`config.mk`:
```
export PLATFORM = sky130hd
export DESIGN_NAME = readout_scheduler_flat
export DESIGN_NICKNAME = d
export VERILOG_FILES = /design/src/rtl/readout_scheduler_if.sv /design/src/rtl/readout_scheduler.sv /design/src/flat_wrapper.sv
export SDC_FILE = /design/constraint.sdc
export NUM_CORES = 1
export LEC_CHECK = 0
export CAP_MARGIN = 10
export CORE_MARGIN = 8
export CORE_UTILIZATION = 43
export CTS_CLUSTER_SIZE = 10
export DETAILED_ROUTE_END_ITERATION = 10
export PLACE_DENSITY = 0.71
export SETUP_SLACK_MARGIN = 0.1
export SKIP_CTS_REPAIR_TIMING = 1
export SYNTH_ARGS = -nofsm -noshare
export SYNTH_HDL_FRONTEND = slang
export SYNTH_SLANG_ARGS = --single-unit
```
`constraint.sdc`:
```
create_clock -name clk -period 4 [get_ports clk]
set_input_delay 0.4 -clock clk [delete_from_list [all_inputs] [get_ports clk]]
set_output_delay 0.4 -clock clk [all_outputs]
set_load 0.02 [all_outputs]
```
`src/rtl/readout_scheduler_if.sv`:
```
// readout_scheduler_if
//   Framed word stream from the readout scheduler toward the SPI/host side.
//   master : scheduler (drives word, channel, valid, first/last; samples ready)
//   slave  : consumer  (samples the word; drives ready)
//   A word transfers on a rising clock edge where out_valid & out_ready.
interface readout_scheduler_if #(
  parameter int WIDTH = 12
);
  logic [WIDTH-1:0] out_data;
  logic [3:0]       out_chan;
  logic             out_valid;
  logic             out_ready;
  logic             out_first;
  logic             out_last;

  modport master (output out_data, out_chan, out_valid, out_first, out_last,
                  input  out_ready);
  modport slave  (input  out_data, out_chan, out_valid, out_first, out_last,
                  output out_ready);
endinterface

```
`src/rtl/readout_scheduler.sv`:
```
// readout_scheduler
//   Post-trigger readout sequencer for NCH digitizer channels. An accepted
//   trigger is broadcast, a HOLDOFF-cycle hold-off runs, then every enabled
//   channel is read in ascending order: read request, wait for the channel's
//   RO enable, then per word SETTLE cycles of settling, present the word,
//   and strobe spi_done once the consumer takes it.
//
// Ports
//   clk, reset_n        clock, asynchronous active-low reset
//   trigger_in          trigger request (ignored while busy -> trig_dropped)
//   cfg_how_many        words per channel, latched on trigger acceptance
//   cfg_chan_mask       enabled channels, latched on trigger acceptance
//   ch_ro_enable        per-channel RO enable from the channel controllers
//   ch_data             per-channel data, channel i at [i*WIDTH +: WIDTH]
//   trigger_out         one-cycle trigger broadcast
//   read_request        one-hot (or zero) read request
//   spi_done            one-cycle per-word advance strobe
//   stream              word stream (readout_scheduler_if.master)
//   busy                high whenever not idle
//   trig_dropped        one-cycle pulse per trigger seen while busy
//   timeout_err         sticky RO-enable timeout flag
//
// Build option
//   READOUT_TIMEOUT_EN  when defined, REQ and RELEASE give up after TIMEOUT
//                       cycles, set timeout_err and move to the next channel.
//                       When undefined they wait forever and timeout_err is 0.
module readout_scheduler #(
  parameter int NCH     = 4,
  parameter int SIZE    = 12,
  parameter int WIDTH   = 12,
  parameter int HOLDOFF = 256,
  parameter int SETTLE  = 2,
  parameter int TIMEOUT = 1024
) (
  input  logic                 clk,
  input  logic                 reset_n,
  input  logic                 trigger_in,
  input  logic [SIZE-1:0]      cfg_how_many,
  input  logic [NCH-1:0]       cfg_chan_mask,
  input  logic [NCH-1:0]       ch_ro_enable,
  input  logic [NCH*WIDTH-1:0] ch_data,
  output logic                 trigger_out,
  output logic [NCH-1:0]       read_request,
  output logic [NCH-1:0]       spi_done,
  readout_scheduler_if.master  stream,
  output logic                 busy,
  output logic                 trig_dropped,
  output logic                 timeout_err
);

  if (NCH < 1 || NCH > 16 || HOLDOFF < 1 || SETTLE < 1 || TIMEOUT < 1) begin : g_param_check
    $error("readout_scheduler: parameter out of range");
  end

  localparam logic [3:0] S_IDLE    = 4'd0;
  localparam logic [3:0] S_HOLD    = 4'd1;
  localparam logic [3:0] S_SELECT  = 4'd2;
  localparam logic [3:0] S_REQ     = 4'd3;
  localparam logic [3:0] S_SETTLE  = 4'd4;
  localparam logic [3:0] S_PRESENT = 4'd5;
  localparam logic [3:0] S_ACK     = 4'd6;
  localparam logic [3:0] S_RELEASE = 4'd7;
  localparam logic [3:0] S_DONE    = 4'd8;

  localparam int HW = $clog2(HOLDOFF + 1);
  localparam int SW = $clog2(SETTLE + 1);

  logic [3:0]       state;
  logic [4:0]       ptr;       // reaches NCH (<=16) to end the walk
  logic [4:0]       last_ptr;  // highest enabled channel of this event
  logic [4:0]       last_hi;
  logic [NCH-1:0]   mask_q;
  logic [SIZE-1:0]  hm_q;
  logic [SIZE-1:0]  wc;
  logic [HW-1:0]    hold_cnt;
  logic [SW-1:0]    settle_cnt;
  logic [WIDTH-1:0] data_q;
  logic             first_pend;

  // Per-lane select: ptr decoded to one-hot so the current channel's enable
  // and data come out of an AND-OR mux. ptr==NCH selects nothing.
  logic [NCH-1:0]            sel;
  logic [NCH-1:0][WIDTH-1:0] lane_data;
  logic [NCH-1:0][WIDTH-1:0] lane_gated;
  logic [WIDTH-1:0]          cur_data;
  logic                      cur_en;

  assign lane_data = ch_data;

  for (genvar i = 0; i < NCH; i++) begin : g_lane
    assign sel[i]        = (ptr == 5'(i));
    assign lane_gated[i] = sel[i] ? lane_data[i] : '0;
  end

  always_comb begin
    cur_data = '0;
    for (int i = 0; i < NCH; i++) cur_data = cur_data | lane_gated[i];
  end

  assign cur_en = |(ch_ro_enable & sel);

  always_comb begin
    last_hi = '0;
    for (int i = 0; i < NCH; i++) if (cfg_chan_mask[i]) last_hi = 5'(i);
  end

`ifdef READOUT_TIMEOUT_EN
  localparam int TW = $clog2(TIMEOUT + 1);
  logic [TW-1:0] to_cnt;
  logic          to_hit;
  logic          err_q;
  assign to_hit      = (to_cnt == TW'(TIMEOUT - 1));
  assign timeout_err = err_q;
`else
  assign timeout_err = 1'b0;
`endif

  always_ff @(posedge clk or negedge reset_n) begin
    if (!reset_n) begin
      state        <= S_IDLE;
      ptr          <= '0;
      last_ptr     <= '0;
      mask_q       <= '0;
      hm_q         <= '0;
      wc           <= '0;
      hold_cnt     <= '0;
      settle_cnt   <= '0;
      data_q       <= '0;
      first_pend   <= 1'b0;
      trigger_out  <= 1'b0;
      trig_dropped <= 1'b0;
`ifdef READOUT_TIMEOUT_EN
      to_cnt       <= '0;
      err_q        <= 1'b0;
`endif
    end else begin
      trigger_out  <= 1'b0;
      trig_dropped <= trigger_in && (state != S_IDLE);
`ifdef READOUT_TIMEOUT_EN
      // Free-runs only while waiting on an RO-enable edge; zero elsewhere so
      // every entry into REQ/RELEASE starts a fresh window.
      if (state == S_REQ || state == S_RELEASE) to_cnt <= to_cnt + TW'(1);
      else                                      to_cnt <= '0;
`endif
      case (state)
        S_IDLE: if (trigger_in) begin
          mask_q      <= cfg_chan_mask;
          hm_q        <= cfg_how_many;
          last_ptr    <= last_hi;
          first_pend  <= 1'b1;
          trigger_out <= 1'b1;
          hold_cnt    <= HW'(HOLDOFF - 1);
          state       <= S_HOLD;
`ifdef READOUT_TIMEOUT_EN
          err_q       <= 1'b0;
`endif
        end
        S_HOLD: if (hold_cnt == '0) begin
          ptr   <= '0;
          state <= S_SELECT;
        end else begin
          hold_cnt <= hold_cnt - HW'(1);
        end
        S_SELECT: if (ptr >= 5'(NCH)) begin
          state <= S_DONE;
        end else if (!(|(mask_q & sel)) || hm_q == '0) begin
          ptr <= ptr + 5'd1;
        end else begin
          wc    <= hm_q;
          state <= S_REQ;
        end
        S_REQ: if (cur_en) begin
          settle_cnt <= SW'(SETTLE - 1);
          state      <= S_SETTLE;
        end
`ifdef READOUT_TIMEOUT_EN
        else if (to_hit) begin
          err_q <= 1'b1;
          ptr   <= ptr + 5'd1;
          state <= S_SELECT;
        end
`endif
        // Channel withdrew RO enable mid-word: abandon it.
        S_SETTLE: if (!cur_en) begin
          state <= S_RELEASE;
        end else if (settle_cnt == '0) begin
          data_q <= cur_data;
          state  <= S_PRESENT;
        end else begin
          settle_cnt <= settle_cnt - SW'(1);
        end
        // A word the consumer has taken is owed its done strobe, so the
        // handshake wins over a simultaneous enable drop.
        S_PRESENT: if (stream.out_ready) begin
          first_pend <= 1'b0;
          state      <= S_ACK;
        end else if (!cur_en) begin
          state <= S_RELEASE;
        end
        S_ACK: begin
          wc <= wc - SIZE'(1);
          if (wc == SIZE'(1)) begin
            state <= S_RELEASE;
          end else begin
            settle_cnt <= SW'(SETTLE - 1);
            state      <= S_SETTLE;
          end
        end
        S_RELEASE: if (!cur_en) begin
          ptr   <= ptr + 5'd1;
          state <= S_SELECT;
        end
`ifdef READOUT_TIMEOUT_EN
        else if (to_hit) begin
          err_q <= 1'b1;
          ptr   <= ptr + 5'd1;
          state <= S_SELECT;
        end
`endif
        S_DONE:  state <= S_IDLE;
        default: state <= S_IDLE;
      endcase
    end
  end

  // read_request spans REQ..ACK; it is dropped on entry to RELEASE.
  assign read_request = (state == S_REQ || state == S_SETTLE ||
                         state == S_PRESENT || state == S_ACK) ? sel : '0;
  assign spi_done     = (state == S_ACK) ? sel : '0;
  assign busy         = (state != S_IDLE);

  assign stream.out_valid = (state == S_PRESENT);
  assign stream.out_data  = data_q;
  assign stream.out_chan  = ptr[3:0];
  assign stream.out_first = (state == S_PRESENT) && first_pend;
  assign stream.out_last  = (state == S_PRESENT) && (ptr == last_ptr) && (wc == SIZE'(1));

endmodule

```
`src/flat_wrapper.sv`:
```
// flat-port wrapper written by rule: the top's interface ports become plain ports
module readout_scheduler_flat 
#(
  parameter int NCH     = 4,
  parameter int SIZE    = 12,
  parameter int WIDTH   = 12,
  parameter int HOLDOFF = 256,
  parameter int SETTLE  = 2,
  parameter int TIMEOUT = 1024
)
  (clk, reset_n, trigger_in, cfg_how_many, cfg_chan_mask, ch_ro_enable, ch_data, trigger_out, read_request, spi_done, busy, trig_dropped, timeout_err, stream_out_data, stream_out_chan, stream_out_valid, stream_out_first, stream_out_last, stream_out_ready);
  readout_scheduler_if #(.WIDTH(WIDTH)) stream_i ();
  input  logic clk;
  input  logic reset_n;
  input  logic trigger_in;
  input  logic [SIZE-1:0] cfg_how_many;
  input  logic [NCH-1:0] cfg_chan_mask;
  input  logic [NCH-1:0] ch_ro_enable;
  input  logic [NCH*WIDTH-1:0] ch_data;
  output logic trigger_out;
  output logic [NCH-1:0] read_request;
  output logic [NCH-1:0] spi_done;
  output logic busy;
  output logic trig_dropped;
  output logic timeout_err;
  output wire logic [$bits(stream_i.out_data)-1:0] stream_out_data;
  output wire logic [$bits(stream_i.out_chan)-1:0] stream_out_chan;
  output wire logic [$bits(stream_i.out_valid)-1:0] stream_out_valid;
  output wire logic [$bits(stream_i.out_first)-1:0] stream_out_first;
  output wire logic [$bits(stream_i.out_last)-1:0] stream_out_last;
  input wire logic [$bits(stream_i.out_ready)-1:0] stream_out_ready;
  assign stream_out_data = stream_i.out_data;
  assign stream_out_chan = stream_i.out_chan;
  assign stream_out_valid = stream_i.out_valid;
  assign stream_out_first = stream_i.out_first;
  assign stream_out_last = stream_i.out_last;
  assign stream_i.out_ready = stream_out_ready;
  readout_scheduler #(.NCH(NCH), .SIZE(SIZE), .WIDTH(WIDTH), .HOLDOFF(HOLDOFF), .SETTLE(SETTLE), .TIMEOUT(TIMEOUT)) u_core (.clk(clk), .reset_n(reset_n), .trigger_in(trigger_in), .cfg_how_many(cfg_how_many), .cfg_chan_mask(cfg_chan_mask), .ch_ro_enable(ch_ro_enable), .ch_data(ch_data), .trigger_out(trigger_out), .read_request(read_request), .spi_done(spi_done), .stream(stream_i), .busy(busy), .trig_dropped(trig_dropped), .timeout_err(timeout_err));
endmodule
```
### Word-level counts from Yosys, hierarchy flattened

Cells that the tools add are included.

* word-level logic and storage cells: 121
* output and inout bits: 31
* register bits: 68
* input bits: 72

* bitwise operators: 5
* multiplexer cells: 42
* magnitude comparators: 1
* equality and inequality tests: 27
* $add $sub $neg: 4
* reduce and logical (&&, ||, !) cells: 30

Operators with widths (count)
* two-way mux 12 bit: 6
* two-way mux 4 bit: 12
* bitwise OR 12 bit: 3
* one-hot mux 4 bit (8 select lines): 1
* one-hot mux 12 bit (2 select lines): 1
* two-way mux 5 bit: 4
* two-way mux 9 bit: 2
* one-hot mux 9 bit (2 select lines): 1
* equality test 4 x 3 -> 1 bit (second input constant): 4
* one-hot mux 5 bit (3 select lines): 1
* two-way mux 2 bit: 7
* inequality test 2 bit (second input constant): 7
* equality test 12 x 1 -> 1 bit (second input constant): 1
* zero test 12 bit: 1
* AND reduction 3 bit: 4
* subtractor 12 x 1 -> 12 bit (second input constant): 1
* equality test 5 x 2 -> 1 bit (second input constant): 2
* inequality test 2 x 1 -> 1 bit (second input constant): 5
* AND reduction 5 bit: 2
* zero test 9 bit: 1
* subtractor 9 x 1 -> 9 bit (second input constant): 1
* AND 4 bit: 2
* equality test 4 x 2 -> 1 bit (second input constant): 2
* OR reduction 4 bit: 2
* 22 further kinds: 36

### Depth between registers and ports, before layout

* depth after elaboration: 8
* mapped depth: 8
* mapped depth without buffers: 7

### Worst setup path after synthesis

OpenSTA, ideal clock, no wires.

* path type: register -> output
* start: reg u_core.state[1]
* end: out stream_out_last
* cell stages (with the launch flop): 6
* data arrival time: 2.104 ns
* slack: 1.496 ns
* buffers on the path: 1
* path through: dfrtp_1 buf_2 nand2b_1 nor3_1 nand4_1 nor4_1

* cells in the longest elaborated chain, start to end: 3

RTL lines
* start: declaration: line readout_scheduler.sv:68 `logic [3:0] state;`
* start signal: assignment: line readout_scheduler.sv:120 `state <= S_IDLE;`
* start signal: assignment: line readout_scheduler.sv:153 `state <= S_HOLD;`
* start signal: assignment: line readout_scheduler.sv:160 `state <= S_SELECT;`
* equality test 4 x 3 -> 1 bit
* net stream_out_valid: line flat_wrapper.sv:28 `output wire logic [$bits(stream_i.out_valid)-1:0] stream_out_valid;`
* logical AND 1 bit (2 in a row): line readout_scheduler.sv:236 `assign stream.out_last = (state == S_PRESENT) && (ptr == last_ptr) && (wc == SIZE'(1));`
* end: declaration: line flat_wrapper.sv:30 `output wire logic [$bits(stream_i.out_last)-1:0] stream_out_last;`

The timed path passes the listed nets, and every way through them passes these cells.

### Worst setup path in the final report

* start: reg u_core.state[0]
* end: out stream_out_last

* cells in the longest elaborated chain, start to end: 3

RTL lines (line)
* equality test 4 x 3 -> 1 bit: readout_scheduler.sv:236
* logical AND 1 bit (2 in a row): readout_scheduler.sv:236

Every way passes these cells.

==> reports/summary.json <==
{
  "drt": {
    "routed-via-count": 3529,
    "drt-initial-drc-count": 256,
    "routed_wl_um": 11000,
    "drt_pass1_iterations": 5,
    "routed_via_density": 5.63,
    "average_wire_length_per_cell_after_detail_routing_um": 17.6,
    "drc_errors": 0,
    "antenna_violating_nets_left": 0
  },
  "final_layout": {
    "design_area_um2": 5060,
    "layout-drive-gt1-share_pct": 7.13,
    "n_antenna_cell": 0,
    "nets": 595,
    "syn2layout_area_growth_pct": 32.9,
    "nFillCells": 765
  },
  "yosys": {
    "number_of_register_bits_inferred_by_synthesis": 65,
    "yosysWarnings": 0,
    "synthFlopType": "dfrtp_1",
    "post-synth-top-area-fraction_pct": 42.7,
    "ys_async_sr_fraction_pct": 100,
    "synth.area.top_cells": "dfrtp_1 (43%), nand2_1 (8.4%), a22o_1 (3.2%)",
    "synth_nets": 505,
    "synth_largest_area_cell": "dfrtp_1",
    "syn-mean-instance-area_um2": 8.98,
    "synth_cell_types": 63,
    "synthesized_instance_count": 424,
    "syn-cell-area_um2": 3810,
    "synth_sequential_area_ratio_pct": 42.7,
    "synth_edf_count": 0
  },
  "floorplanning": {
    "top_level_ports": 103,
    "floorplan.initialDensity_pct": 44.1,
    "die_height_um": 110,
    "core-area_um2": 8640,
    "rows": 34,
    "floorplan.die_area_um2": 12100,
    "die_w_um": 110
  },
  "hold_path": {
    "hold_path_startpoint": "u_core.mask_q[1]$_DFFE_PN0P_",
    "timing.hold.worst_path_depth": 2,
    "timing.hold.worst_endpoint": "u_core.mask_q[1]$_DFFE_PN0P_",
    "hp-class": "reg2reg"
  },
  "clock_network": {
    "clk_path_buf_depth": 2,
    "root_buffer": "clkbuf_8",
    "clkLatencyLatePin_ps": 340,
    "numClockSinks": 65,
    "cts_tree": "built",
    "cts-htree-levels": 3,
    "tritoncts.num_buffers": 9,
    "clk_transition_reported_paths_ps": 80
  },
  "setup_path": {
    "criticalPathCategory": "reg2out",
    "timing.reg2reg.worst_path_depth": 5,
    "crit-reg2reg-capture": "u_core.settle_cnt[0]$_DFFE_PN0P_",
    "ff2ff_setup_slack_ps": 1230,
    "critPathLaunch": "u_core.state[0]$_DFFE_PN0P_",
    "launch_point_of_the_worst_reg_to_reg_path": "u_core.state[0]$_DFFE_PN0P_",
    "max_stage_delay_ps": 710,
    "crit_path_cell_trace": "inv_1 > nor3_1 > nand4_1 > nor4_1 > clkdlybuf4s50_1",
    "critical_path_required_ps": 3600,
    "timing.critical_path.slowest_stage_cell": "dfrtp_1",
    "start_kind": "flip-flop",
    "crit_path_max_fanout": 19,
    "worst-endpoint-arrival_ps": 2830,
    "worstSetupEndpointType": "output port"
  },
  "outcome": {
    "run_status": "finished clean"
  },
  "sta": {
    "postLayoutSetupSlackWorst_ps": 771,
    "setup-tns-final_ps": 0,
    "setup_repair_after_global_routing_missed_its_margin": "false",
    "timing.final.setup_violations": 0,
    "tightestPinTransition_ps": 904,
    "timing.fmax_ghz": 0.310,
    "timing.max_slew.rel_slack_pct": 39.4,
    "worst_clock_skew_ps": 8.22,
    "slew_viol_final": 0,
    "finalWorstPathRequiredPeriod_ps": 3230,
    "timing.final.hold_violations": 0,
    "final.period_utilization_pct": 80.7
  },
  "global_routing": {
    "grt_antenna_before_repair": 0,
    "grt_pass1_wl_um": 17700,
    "first_global_vias": 3470,
    "globalRouteOverflowTotal": 0,
    "pin_count_of_the_biggest_net_entering_global_routing": 49,
    "grt_util_all_layers_pct": 18.5
  },
  "power": {
    "power_frac_comb_pct": 46.2,
    "internal-power_mw": 1.93,
    "power.share.switching_pct": 41.3,
    "share_seq_of_total_power_pct": 35.1,
    "power.density_nw_per_um2": 650,
    "net-switching-power_mw": 1.36,
    "power_leakage_nw": 2.09,
    "irDropWorstVdd_v": 0.000356,
    "total_power_mw": 3.29,
    "clockPowerShare_pct": 18.7
  },
  "placed_design": {
    "count_of_input_and_output_buffers": 101,
    "placed_area_um2": 4810,
    "gp_congestion": 0.910,
    "dpl.hpwl_um": 8240,
    "dp_worst_setup_slack_ps": 1160
  },
  "run": {
    "max-cap-violations": 0
  }
}
how the worst max path moves through the flow:
stage / to / slack, ps / depth (start not counted)
after floorplan: stream_out_last / 1500 / 5
after global placement: stream_out_last / 1200 / 5
after detailed placement: stream_out_last / 1160 / 5
after CTS: stream_out_last / 800 / 5
after global routing: stream_out_last / 540 / 5
final: stream_out_last / 770 / 5
flip-flops by register name, summed over array words and instances, names as in the netlist:
name and flops:
u_core.mask_q 4, u_core.hold_cnt 9, u_core.last_ptr 2, u_core.settle_cnt 2, u_core.state 4, u_core.trig_dropped 1
u_core.wc 12, u_core.hm_q 12, u_core.stream.out_data 12, u_core.first_pend 1, u_core.ptr 5, u_core.trigger_out 1
layout make-up:
cell class / count / area [um2] / area share [%]
repair buffers: 107 / 1070 / 21.1
clock buffers: 9 / 124 / 2.45
well taps: 108 / 135 / 2.67
flip-flops and latches: 65 / 1630 / 32.2
clock inverters: 7 / 95.1 / 1.88
multi-input cells: 314 / 1950 / 38.5
inverters: 17 / 63.8 / 1.26
layer usage:
layer | wire length, um | vias up | global-route usage, %
li1 | - | 1697 | -
met1 | 5110 | 1697 | 24.7
met2 | 5090 | 120 | 28.9
met3 | 648 | 15 | 3.55
met4 | 197 | 0 | 7.81
met5 | 0 | - | 0
cells in the final DEF (no fill, tap or decap), drive strengths merged, types with 3 or more instances in the layout:
cell           instances
clkdlybuf4s50        100
nor4b                  3
a22oi                  4
nand2b                 5
and2                   6
buf                    6
clkbuf                 9
nand2                 85
mux2                   3
a21oi                 17
nand4b                 5
o211ai                 5
a22o                  14
dfrtp                 65
nand3                 15
nor2                  31
a221oi                12
ha                     9
a32o                   6
inv                   17
o21ai                 23
nor4                   9
clkinv                 4
mux2i                  3
or3                    3
xor2                   7
nor3                   6
nand3b                 3
a211oi                 4
nand4                  5
power by group through the flow:
stage	combinational, mW	clock, mW	sequential, mW
2_1_floorplan	1.07	0	1.12
3_3_place_gp	1.49	0	1.15
3_5_place_dp	1.51	0	1.16
4_1_cts	1.52	0.622	1.15
5_1_grt	1.69	0.651	1.19
6_report	1.52	0.613	1.16
synthesized netlist by cell type (6+ instances only):
library cell and count:
nand2_1 85, dfrtp_1 65, nor2_1 30, o21ai_0 22, inv_1 17, a21oi_1 16, nand3_1 15, a22o_1 14
a221oi_1 12, buf_2 11, ha_1 9, nor4_1 9, clkbuf_1 8, xor2_1 7, a32o_1 6, and2_1 6
critical path: cells and delay by family (launching register included):
family,cells,cell delay [ps]
AND/OR/NAND/NOR,3,820
buffers and inverters,2,960
flip-flops,1,710
cells by family after synthesis:
family	Yosys count	share of synthesized area, %
AND/OR/NAND/NOR	188	24.9
AO/OA/AOI/OAI	101	19.5
flip-flops	65	42.7
buffers and inverters	45	6.08
adder cells (fa/ha/maj)	9	2.96
XOR/XNOR	9	2.07
multiplexers	6	1.68
other	1	0.0985
per-stage QoR:
| step | std cells | util [%] | hold WS, ps |
|---|---|---|---|
| finish | 627 | 58.6 | 482 |
| global route | 627 | 58.6 | 506 |
| CTS | 625 | 58.2 | 313 |
| detailed placement | 609 | 55.7 | 467 |
| global placement | 609 | 55.7 | 462 |
| floorplan | 424 | - | 104 |
No activity file was read; power rests on OpenSTA's default activity.
